File: config.mk
export PLATFORM = sky130hd
export DESIGN_NAME = irq_line_conditioner
export DESIGN_NICKNAME = d
export VERILOG_FILES = /design/src/rtl/irq_cond_pkg.sv /design/src/rtl/irq_line_filter.sv /design/src/rtl/irq_line_conditioner.sv
export SDC_FILE = /design/constraint.sdc
export NUM_CORES = 1
export LEC_CHECK = 0
export CAP_MARGIN = 20
export CELL_PAD_IN_SITES_DETAIL_PLACEMENT = 0
export CELL_PAD_IN_SITES_GLOBAL_PLACEMENT = 1
export CORE_MARGIN = 3
export CORE_UTILIZATION = 36
export CTS_BUF_LIST = sky130_fd_sc_hd__clkbuf_4 sky130_fd_sc_hd__clkbuf_8
export DETAILED_ROUTE_END_ITERATION = 16
export GPL_TIMING_DRIVEN = 0
export PLACE_DENSITY_LB_ADDON = 0.1
export SETUP_SLACK_MARGIN = 0.4
export SLEW_MARGIN = 20
export SYNTH_ARGS = -nofsm -noshare
export SYNTH_HDL_FRONTEND = slang
export SYNTH_SLANG_ARGS = --single-unit
File: constraint.sdc
create_clock -name clock -period 1.1 [get_ports clock]
set_input_delay 0.33 -clock clock [delete_from_list [all_inputs] [get_ports clock]]
set_output_delay 0.33 -clock clock [all_outputs]
set_load 0.01 [all_outputs]
File: src/rtl/irq_cond_pkg.sv
// Shared constants, mode encodings and sizing helpers for the interrupt line conditioner.
package irq_cond_pkg;

  localparam int MAX_SYNC_STAGES = 4;

  typedef enum logic {
    IRQ_MODE_LEVEL = 1'b0,
    IRQ_MODE_EDGE  = 1'b1
  } irq_mode_e;

  // A filter of N cycles counts 0..N-1; one spare bit keeps the compare simple.
  function automatic int cnt_width(input int filter);
    if (filter <= 1) begin
      return 1;
    end else begin
      return $clog2(filter) + 1;
    end
  endfunction

endpackage

File: src/rtl/irq_line_filter.sv
// One interrupt line: synchroniser chain followed by a debounce filter.
// Produces the accepted level f_o and a one-cycle-early rise indication rise_o.
module irq_line_filter
  import irq_cond_pkg::*;
#(
  parameter int SYNC_STAGES   = 2,
  parameter int FILTER_CYCLES = 4
) (
  input  logic clock,
  input  logic reset_n,
  input  logic irq_async_i,
  output logic f_o,
  output logic rise_o
);

  logic [SYNC_STAGES-1:0] sync_q;
  logic [SYNC_STAGES-1:0] sync_d;
  logic                   s_s;

  // Plain shift chain: no logic may sit between synchroniser flops.
  always_comb begin
    sync_d = {sync_q[SYNC_STAGES-2:0], irq_async_i};
  end

  // Synchroniser state register.
  always_ff @(posedge clock) begin
    if (!reset_n) begin
      sync_q <= '0;
    end else begin
      sync_q <= sync_d;
    end
  end

  assign s_s = sync_q[SYNC_STAGES-1];

  if (FILTER_CYCLES == 0) begin : g_bypass
    assign f_o    = s_s;
    assign rise_o = sync_d[SYNC_STAGES-1] & ~s_s;
  end else begin : g_filter
    localparam int             CW       = cnt_width(FILTER_CYCLES);
    localparam logic [CW-1:0]  CNT_LAST = CW'(FILTER_CYCLES - 1);

    logic [CW-1:0] cnt_q;
    logic [CW-1:0] cnt_d;
    logic          f_q;
    logic          f_d;

    // Accept a new level only after it has differed for FILTER_CYCLES edges in a row.
    always_comb begin
      f_d   = f_q;
      cnt_d = '0;
      if (s_s != f_q) begin
        if (cnt_q == CNT_LAST) begin
          f_d   = s_s;
          cnt_d = '0;
        end else begin
          cnt_d = cnt_q + CW'(1);
        end
      end else begin
        cnt_d = '0;
      end
    end

    // Filter state register.
    always_ff @(posedge clock) begin
      if (!reset_n) begin
        cnt_q <= '0;
        f_q   <= 1'b0;
      end else begin
        cnt_q <= cnt_d;
        f_q   <= f_d;
      end
    end

    assign f_o    = f_q;
    assign rise_o = f_d & ~f_q;
  end

endmodule

File: src/rtl/irq_line_conditioner.sv
// Conditions asynchronous interrupt lines: per-line sync/debounce, level or rising-edge
// capture with pending latch, enable masking; all outputs registered for the relay stage.
module irq_line_conditioner
  import irq_cond_pkg::*;
#(
  parameter int NUM_IRQ       = 2,
  parameter int SYNC_STAGES   = 2,
  parameter int FILTER_CYCLES = 4,
  parameter     EDGE_MASK     = 2'b00
) (
  input  logic               clock,
  input  logic               reset_n,
  input  logic [NUM_IRQ-1:0] irq_async_i,
  input  logic [NUM_IRQ-1:0] irq_en_i,
  input  logic [NUM_IRQ-1:0] irq_clr_i,
  output logic [NUM_IRQ-1:0] irq_o,
  output logic               irq_any_o
);

  localparam logic [NUM_IRQ-1:0] EDGE_LINES = NUM_IRQ'(EDGE_MASK);

  if ((SYNC_STAGES < 2) || (SYNC_STAGES > MAX_SYNC_STAGES)) begin : g_bad_sync
    $error("irq_line_conditioner: SYNC_STAGES must be in 2..4");
  end
  if ($bits(EDGE_MASK) != NUM_IRQ) begin : g_bad_mask
    $error("irq_line_conditioner: EDGE_MASK width must equal NUM_IRQ");
  end

  logic [NUM_IRQ-1:0] f_s;
  logic [NUM_IRQ-1:0] rise_s;
  logic [NUM_IRQ-1:0] pend_q;
  logic [NUM_IRQ-1:0] pend_d;
  logic [NUM_IRQ-1:0] irq_q;
  logic [NUM_IRQ-1:0] irq_d;
  logic               irq_any_q;
  logic               irq_any_d;

  for (genvar i = 0; i < NUM_IRQ; i++) begin : g_line
    irq_line_filter #(
      .SYNC_STAGES  (SYNC_STAGES),
      .FILTER_CYCLES(FILTER_CYCLES)
    ) u_filter (
      .clock      (clock),
      .reset_n    (reset_n),
      .irq_async_i(irq_async_i[i]),
      .f_o        (f_s[i]),
      .rise_o     (rise_s[i])
    );
  end

  // Pending capture and masking; a rise on the same edge as a clear wins.
  always_comb begin
    pend_d = '0;
    irq_d  = '0;
    for (int i = 0; i < NUM_IRQ; i++) begin
      if (EDGE_LINES[i] == IRQ_MODE_EDGE) begin
        pend_d[i] = (pend_q[i] & ~irq_clr_i[i]) | (rise_s[i] & irq_en_i[i]);
        irq_d[i]  = pend_d[i] & irq_en_i[i];
      end else begin
        pend_d[i] = 1'b0;
        irq_d[i]  = f_s[i] & irq_en_i[i];
      end
    end
    irq_any_d = |irq_d;
  end

  // Pending latches and output registers.
  always_ff @(posedge clock) begin
    if (!reset_n) begin
      pend_q    <= '0;
      irq_q     <= '0;
      irq_any_q <= 1'b0;
    end else begin
      pend_q    <= pend_d;
      irq_q     <= irq_d;
      irq_any_q <= irq_any_d;
    end
  end

  assign irq_o     = irq_q;
  assign irq_any_o = irq_any_q;

endmodule

==> impl_summary.log, run 1 <==
INFO  metric run_status = completed
INFO  metric h-tree-depth = 1
INFO  metric route.antenna.remaining_nets = 0
INFO  metric timing.final.crit_period = 1.05 ns
INFO  metric final.period_utilization = 95.6%
INFO  metric vdd_ir_drop_max = 0.000670 V
INFO  metric drt_iter0_markers = 0
INFO  metric final-setup-viol-count = 0
INFO  metric holdBufCountCts = 0
INFO  metric slowest_delay = 0.33 ns
INFO  metric cp-end-kind = output port
INFO  metric top_signal_layer_used = met3
INFO  metric grt_usage = 11.0%
INFO  metric number_of_instances_in_the_synthesized_netlist = 42
INFO  metric wire_length_of_the_first_global_routing_pass = 1520 um
INFO  metric area_growth_syn_to_layout = 54.0%
INFO  metric clkSlewWorstSetupHoldPaths = 0.09 ns
INFO  metric synth.cell_area = 531 sq um
INFO  metric postSynthNetCount = 54
INFO  metric fmax = 0.951 GHz
INFO  metric max-clock-path-buffers = 2
INFO  metric setup.worst_path.start = irq_any_o
INFO  metric antenna-diode-count = 0
INFO  metric syn_avg_cell_area = 12.6 sq um
INFO  metric synth-seq-area-share = 56.6%
INFO  metric met1Wirelength = 382 um
INFO  metric min_path_type = in -> reg
INFO  metric final.setup_skew = 0.00236 ns
INFO  metric cts_buffers = 3
INFO  metric detailroute.wirelength.met2 = 475 um
INFO  metric layout.nets = 70
INFO  metric first_global_vias = 385
INFO  metric detail_route.wirelength = 906 um
INFO  metric synth.lib_cells_used.distinct = 14
INFO  metric synth.ff_latch_count = 15
INFO  metric tightestPinTransition = 0.198 ns
INFO  metric share_of_the_core_filled_with_cells_in_the_final_layout = 61.3%
INFO  metric ctsRootBufferMaster = clkbuf_4
INFO  metric synth-warning-count = 0
INFO  metric critPathLaunchType = register
INFO  metric cell_family_with_the_largest_share_of_critical_path_delay = flip-flops
INFO  metric critical_path_cell_with_the_highest_stage_delay = dfxtp_2
INFO  metric met3_wirelength = 48 um
INFO  metric arrival = 0.72 ns
INFO  metric die_area = 0.00197 sq mm
INFO  metric detailedRoute.firstPassIterationCount = 1
INFO  metric cts_tree = done
INFO  metric placement.io_buffers = 8
INFO  metric floorplan.die.width = 44.4 um
INFO  metric initial_utilization = 39.8%
INFO  metric max_cap_viol_count = 0
INFO  metric worstSkewPairLatency = 0.28 ns
INFO  metric route.vias.total = 343
INFO  metric wl_per_cell = 12.6 um
INFO  metric gr-total-overflow = 0
INFO  metric report.final.slew_viol_count = 0
INFO  metric worst_slew_margin_rel = 86.8%
INFO  metric boundaryPins = 11
INFO  metric reg2reg_from = g_line[1].u_filter.g_filter.cnt_q[0]
INFO  metric worstPathCellList = buf_6
INFO  metric pwr_density_cell = 1160 mW/mm^2
INFO  metric clock_sink_count = 15
INFO  metric grt_setup_unrepaired = true
INFO  metric worst-path-buf-inv = 1
INFO  metric fillCellCount = 112
INFO  metric timing_hold_violations_final = 0
INFO  metric final_layout_size_suffix_gt1_share = 56.1%
INFO  metric place_congestion = 0.614
INFO  metric crit_required = 0.77 ns
INFO  metric static-leakage-power = 0.308 nW
INFO  metric placement_rows = 13
INFO  metric totalPowerFinal = 946 uW
INFO  metric critical_path_class = reg -> out
INFO  metric grt_start_max_net_pins = 9
INFO  metric grt_antenna_before_repair = 0
INFO  metric drt-vias-per-instance = 4.76
INFO  metric drcViolationCount = 0
INFO  metric timing.hold.worst.start = irq_async_i[0]
INFO  metric floorplan.die.height = 44.4 um
INFO  metric core = 0.00133 sq mm
INFO  metric crit_fanout = 1
INFO  metric hpwlAfterDp = 622 um
## path summary, 6_finish.rpt
check | endpoint | slack (ns) | depth (start not counted)
max | irq_any_o | 0.05 | 1
min | g_line[0].u_filter.sync_q[0] | 0.27 | 2
max reg2reg | g_line[1].u_filter.g_filter.cnt_q[2] | 0.07 | 3
min reg2reg | g_line[1].u_filter.sync_q[1] | 0.44 | 1
## area by class of cell
class                           instances  area, sq um  share of cell area [%]
Multi-Input combinational cell         24          347                    42.4
Buffer                                  1         13.8                    1.68
Inverter                                2         7.51                   0.919
Timing Repair Buffer                   11         88.8                    10.9
Clock buffer                            4         30.0                    3.68
Sequential cell                        15          312                    38.1
Tap cell                               15         18.8                    2.30
## cells in the mapped netlist
master	count	area, sq um
a22oi_1	1	7.51
and2_1	4	25.0
and3_1	1	6.26
and3_2	1	7.51
and4bb_2	2	25.0
clkbuf_1	1	3.75
dfxtp_1	15	300
ha_1	4	50.1
inv_1	2	7.51
mux2i_1	2	20.0
nor2b_1	3	18.8
nor4b_1	3	26.3
nor4b_2	1	15.0
xnor2_1	2	17.5
## state kept, by name, summed over array words and instances, names as in the netlist
signal / count
irq_o: 2
g_line.u_filter.f_o: 2
irq_any_o: 1
g_line.u_filter.sync_q: 4
g_line.u_filter.g_filter.cnt_q: 6
## layer usage
metal	GRT usage (%)	vias to the layer above
li1	-	176
met1	11.2	159
met2	19.2	8
met3	3.25	0
met4	7.23	0
met5	0	-
## per-stage QoR
step	cell area [sq um]	hold WS, ns	instances	setup slack [ns]	setup TNS [ns]
3_5_place_dp	704	0.423	65	-0.242	-2.61
5_1_grt	817	0.292	72	0.0246	0
6_report	817	0.266	72	0.0489	0
2_1_floorplan	606	0.412	42	0.115	0
3_3_place_gp	704	0.416	65	-0.212	-2.19
4_1_cts	772	0.375	72	0.0373	0
## placed cells by master (no fill, tap or decap)
master / count
buf_6: 1
and3_1: 1
nor2b_1: 3
buf_2: 3
clkdlybuf4s50_1: 1
clkbuf_4: 5
and3_4: 1
nor4b_2: 2
and4bb_2: 2
ha_4: 4
mux2i_1: 2
and2_1: 4
xnor2_4: 2
dfxtp_1: 8
nor4b_4: 2
buf_4: 2
dlygate4sd2_1: 2
inv_1: 2
dfxtp_2: 6
dlymetal6s2s_1: 1
a22oi_1: 1
clkbuf_8: 1
dfxtp_4: 1
## power breakdown
group,switching [mW],internal [mW]
Sequential,0.00723,0.549
Combinational,0.0181,0.0376
Clock,0.169,0.165
Total,0.194,0.752
## cell families after synthesis
family          synth area share (%)
compound gates                  1.42
xor+xnor                        3.30
fa+ha+maj                       9.43
buf+inv                         2.12
flops                           56.6
mux                             3.77
simple gates                    23.3
## timing repair
item                       CTS  global route
pin swaps                    6             2
resized for setup           26             6
setup endpoints to repair   18            13
gates cloned                 1             0
setup buffers                2             0
Power figures use the tool's default switching activity.
==> run 2: changes to the inputs <==
- CORE_MARGIN: 3 -> default
==> impl_summary.log, run 2 (synthesis results as in run 1) <==
INFO  metric largest_register = g_line.u_filter.g_filter.cnt_q
INFO  metric cts_buffers = 3 (unchanged)
INFO  metric share_of_the_core_filled_with_cells_in_the_final_layout = 60.8% (-0.47 points)
INFO  metric holdBufCountCts = 0 (unchanged)
INFO  metric drcViolationCount = 0 (unchanged)
INFO  metric worstPathCellList = buf_2
INFO  metric route.vias.total = 360 (+5.0%)
INFO  metric place.detailed.instances = 65 (unchanged)
INFO  metric final.setup_skew = 0.00321 ns (+0.000849 ns)
INFO  metric final_layout_size_suffix_gt1_share = 56.9% (+0.76 points)
INFO  metric instances_no_fill = 73 (+1.4%)
INFO  metric die_area = 0.00163 sq mm (-17%)
INFO  metric pwr_density_cell = 1150 mW/mm^2 (-0.55%)
INFO  metric critPathLaunchType = register
INFO  metric clkSlewWorstSetupHoldPaths = 0.08 ns (about the same)
INFO  metric ctsRootBufferMaster = clkbuf_4
INFO  metric worstSkewPairLatency = 0.27 ns (about the same)
INFO  metric timing.final.crit_period = 1.04 ns (-0.00806 ns)
INFO  metric boundaryPins = 11 (unchanged)
INFO  metric layout.nets = 71 (+1.4%)
INFO  metric final_area = 811 sq um (-0.77%)
INFO  metric cts_tree = done
INFO  metric tightestPinTransition = 0.205 ns (+0.00749 ns)
INFO  metric detailed_place.area = 704 sq um (unchanged)
INFO  metric worst_slew_margin_rel = 86.3% (-0.52 points)
INFO  metric crit_fanout = 1 (unchanged)
INFO  metric report.final.slew_viol_count = 0 (unchanged)
INFO  metric final.hold.worst_slack = 0.377 ns (+0.111 ns)
INFO  metric final_cell_mix = 8 x dfxtp_1, 6 x dfxtp_2, 5 x clkbuf_4
INFO  metric first_global_vias = 347 (-9.9%)
INFO  metric drt_iter0_markers = 1 (+1)
INFO  metric drt-vias-per-instance = 4.93 (+3.5%)
INFO  metric area_growth_syn_to_layout = 52.8%
INFO  metric fmax = 0.959 GHz (+0.77%)
INFO  metric grt_start_max_net_pins = 9 (unchanged)
INFO  metric worst-path-buf-inv = 1 (unchanged)
INFO  metric grt_setup_unrepaired = true
INFO  metric detail_route.wirelength = 891 um (-1.7%)
INFO  metric vdd_ir_drop_max = 0.000747 V (+12%)
INFO  metric arrival = 0.71 ns (about the same)
INFO  metric placement_rows = 13 (unchanged)
INFO  metric reg_top3 = g_line.u_filter.g_filter.cnt_q x6, g_line.u_filter.sync_q x4
INFO  metric max-clock-path-buffers = 2 (unchanged)
INFO  metric detailedRoute.firstPassIterationCount = 4 (+3)
INFO  metric wl_per_cell = 12.2 um (-3.0%)
INFO  metric timing_hold_violations_final = 0 (unchanged)
INFO  metric final-setup-viol-count = 0 (unchanged)
INFO  metric largest_register_ffs = 6 (unchanged)
INFO  metric max_cap_viol_count = 0 (unchanged)
INFO  metric mostFrequentLayoutCell = dfxtp_1
INFO  metric core = 0.00133 sq mm (unchanged)
INFO  metric cell_family_with_the_largest_share_of_critical_path_delay = flip-flops
INFO  metric floorplan.die.height = 40.4 um (-9.0%)
INFO  metric initial_utilization = 39.8% (unchanged)
INFO  metric seq_area = 312 sq um (unchanged)
INFO  metric grt_antenna_before_repair = 0 (unchanged)
INFO  metric fillCellCount = 112 (unchanged)
INFO  metric crit_required = 0.77 ns (about the same)
INFO  metric critical_path_cell_with_the_highest_stage_delay = dfxtp_1
INFO  metric run_status = completed
INFO  metric wire_length_of_the_first_global_routing_pass = 1460 um (-4.2%)
INFO  metric grt_usage = 14.4% (+3.4 points)
INFO  metric hpwlAfterDp = 645 um (+3.7%)
INFO  metric critical_path_class = reg -> out
INFO  metric route.antenna.remaining_nets = 0 (unchanged)
INFO  metric area_taken_by_multi_input_logic_gates = 335 sq um (-3.2%)
INFO  metric placement.io_buffers = 8 (unchanged)
INFO  metric static-leakage-power = 0.299 nW (-2.8%)
INFO  metric antenna-diode-count = 0 (unchanged)
INFO  metric cp-end-kind = output port
INFO  metric place_congestion = 0.559 (-9.0%)
INFO  metric min_path_type = in -> reg
INFO  metric floorplan.die.width = 40.4 um (-9.0%)
INFO  metric final.period_utilization = 94.8% (-0.73 points)
INFO  metric gr-total-overflow = 0 (unchanged)
INFO  metric clock_sink_count = 15 (unchanged)
INFO  metric slowest_delay = 0.32 ns (about the same)
INFO  metric h-tree-depth = 1 (unchanged)
-- run 2: cell count changes in the layout (fill, tap and decap cells not counted) --
cell,change
buf_4,+1
clkdlybuf4s50_1,+1
dlymetal6s2s_1,-1
xnor2_2,+1
xnor2_4,-1
-- run 2: through the flow --
step	total power [mW]	setup TNS, ns	setup slack (ns)
3_3_place_gp	0.612	-2.18	-0.213
4_1_cts	0.939	0	0.0409
2_1_floorplan	0.590	0	0.115
5_1_grt	0.986	0	0.0132
6_report	0.934	0	0.0569
3_5_place_dp	0.615	-2.72	-0.264
-- run 2: worst register-to-register path: cells and delay by family (launching register included) --
family	cells	cell delay [ns]
fa+ha+maj	2	0.33
simple gates	1	0.27
flops	1	0.34
-- run 2: area by class of cell --
| cell class | count | area share, % |
|---|---|---|
| Buffer | 1 | 1.70 |
| Sequential cell | 15 | 38.4 |
| Tap cell | 15 | 2.31 |
| Multi-Input combinational cell | 24 | 41.4 |
| Timing Repair Buffer | 12 | 11.6 |
| Clock buffer | 4 | 3.70 |
| Inverter | 2 | 0.926 |
-- run 2: path summary, 6_finish.rpt --
check | from | end | slack [ns] | cells past startpoint
max | irq_any_o | irq_any_o | 0.06 | 1
min | reset_n | g_line[1].u_filter.g_filter.cnt_q[2] | 0.38 | 2
max reg2reg | g_line[0].u_filter.g_filter.cnt_q[0] | g_line[0].u_filter.g_filter.cnt_q[0] | 0.06 | 3
min reg2reg | g_line[1].u_filter.sync_q[0] | g_line[1].u_filter.sync_q[1] | 0.44 | 1
-- run 2: metal layers --
metal	vias up	GRT usage, %	part of all wire, %
li1	181	-	-
met1	167	15.1	43
met2	10	24.6	51
met3	2	5.56	5.1
met4	0	7.50	1.1
met5	-	0	0
-- run 2: repair_timing --
item,in CTS,in global routing
pin swaps,4,4
gates cloned,1,0
buffers inserted,1,2
endpoints found under the setup margin,18,13
resized for setup,22,8
-- run 2: power by group --
part           leakage (nW)  total [mW]  internal, mW  switching (mW)
logic                 0.155      0.0561        0.0381          0.0180
registers             0.126       0.556         0.549         0.00637
clock network        0.0184       0.322         0.165           0.157
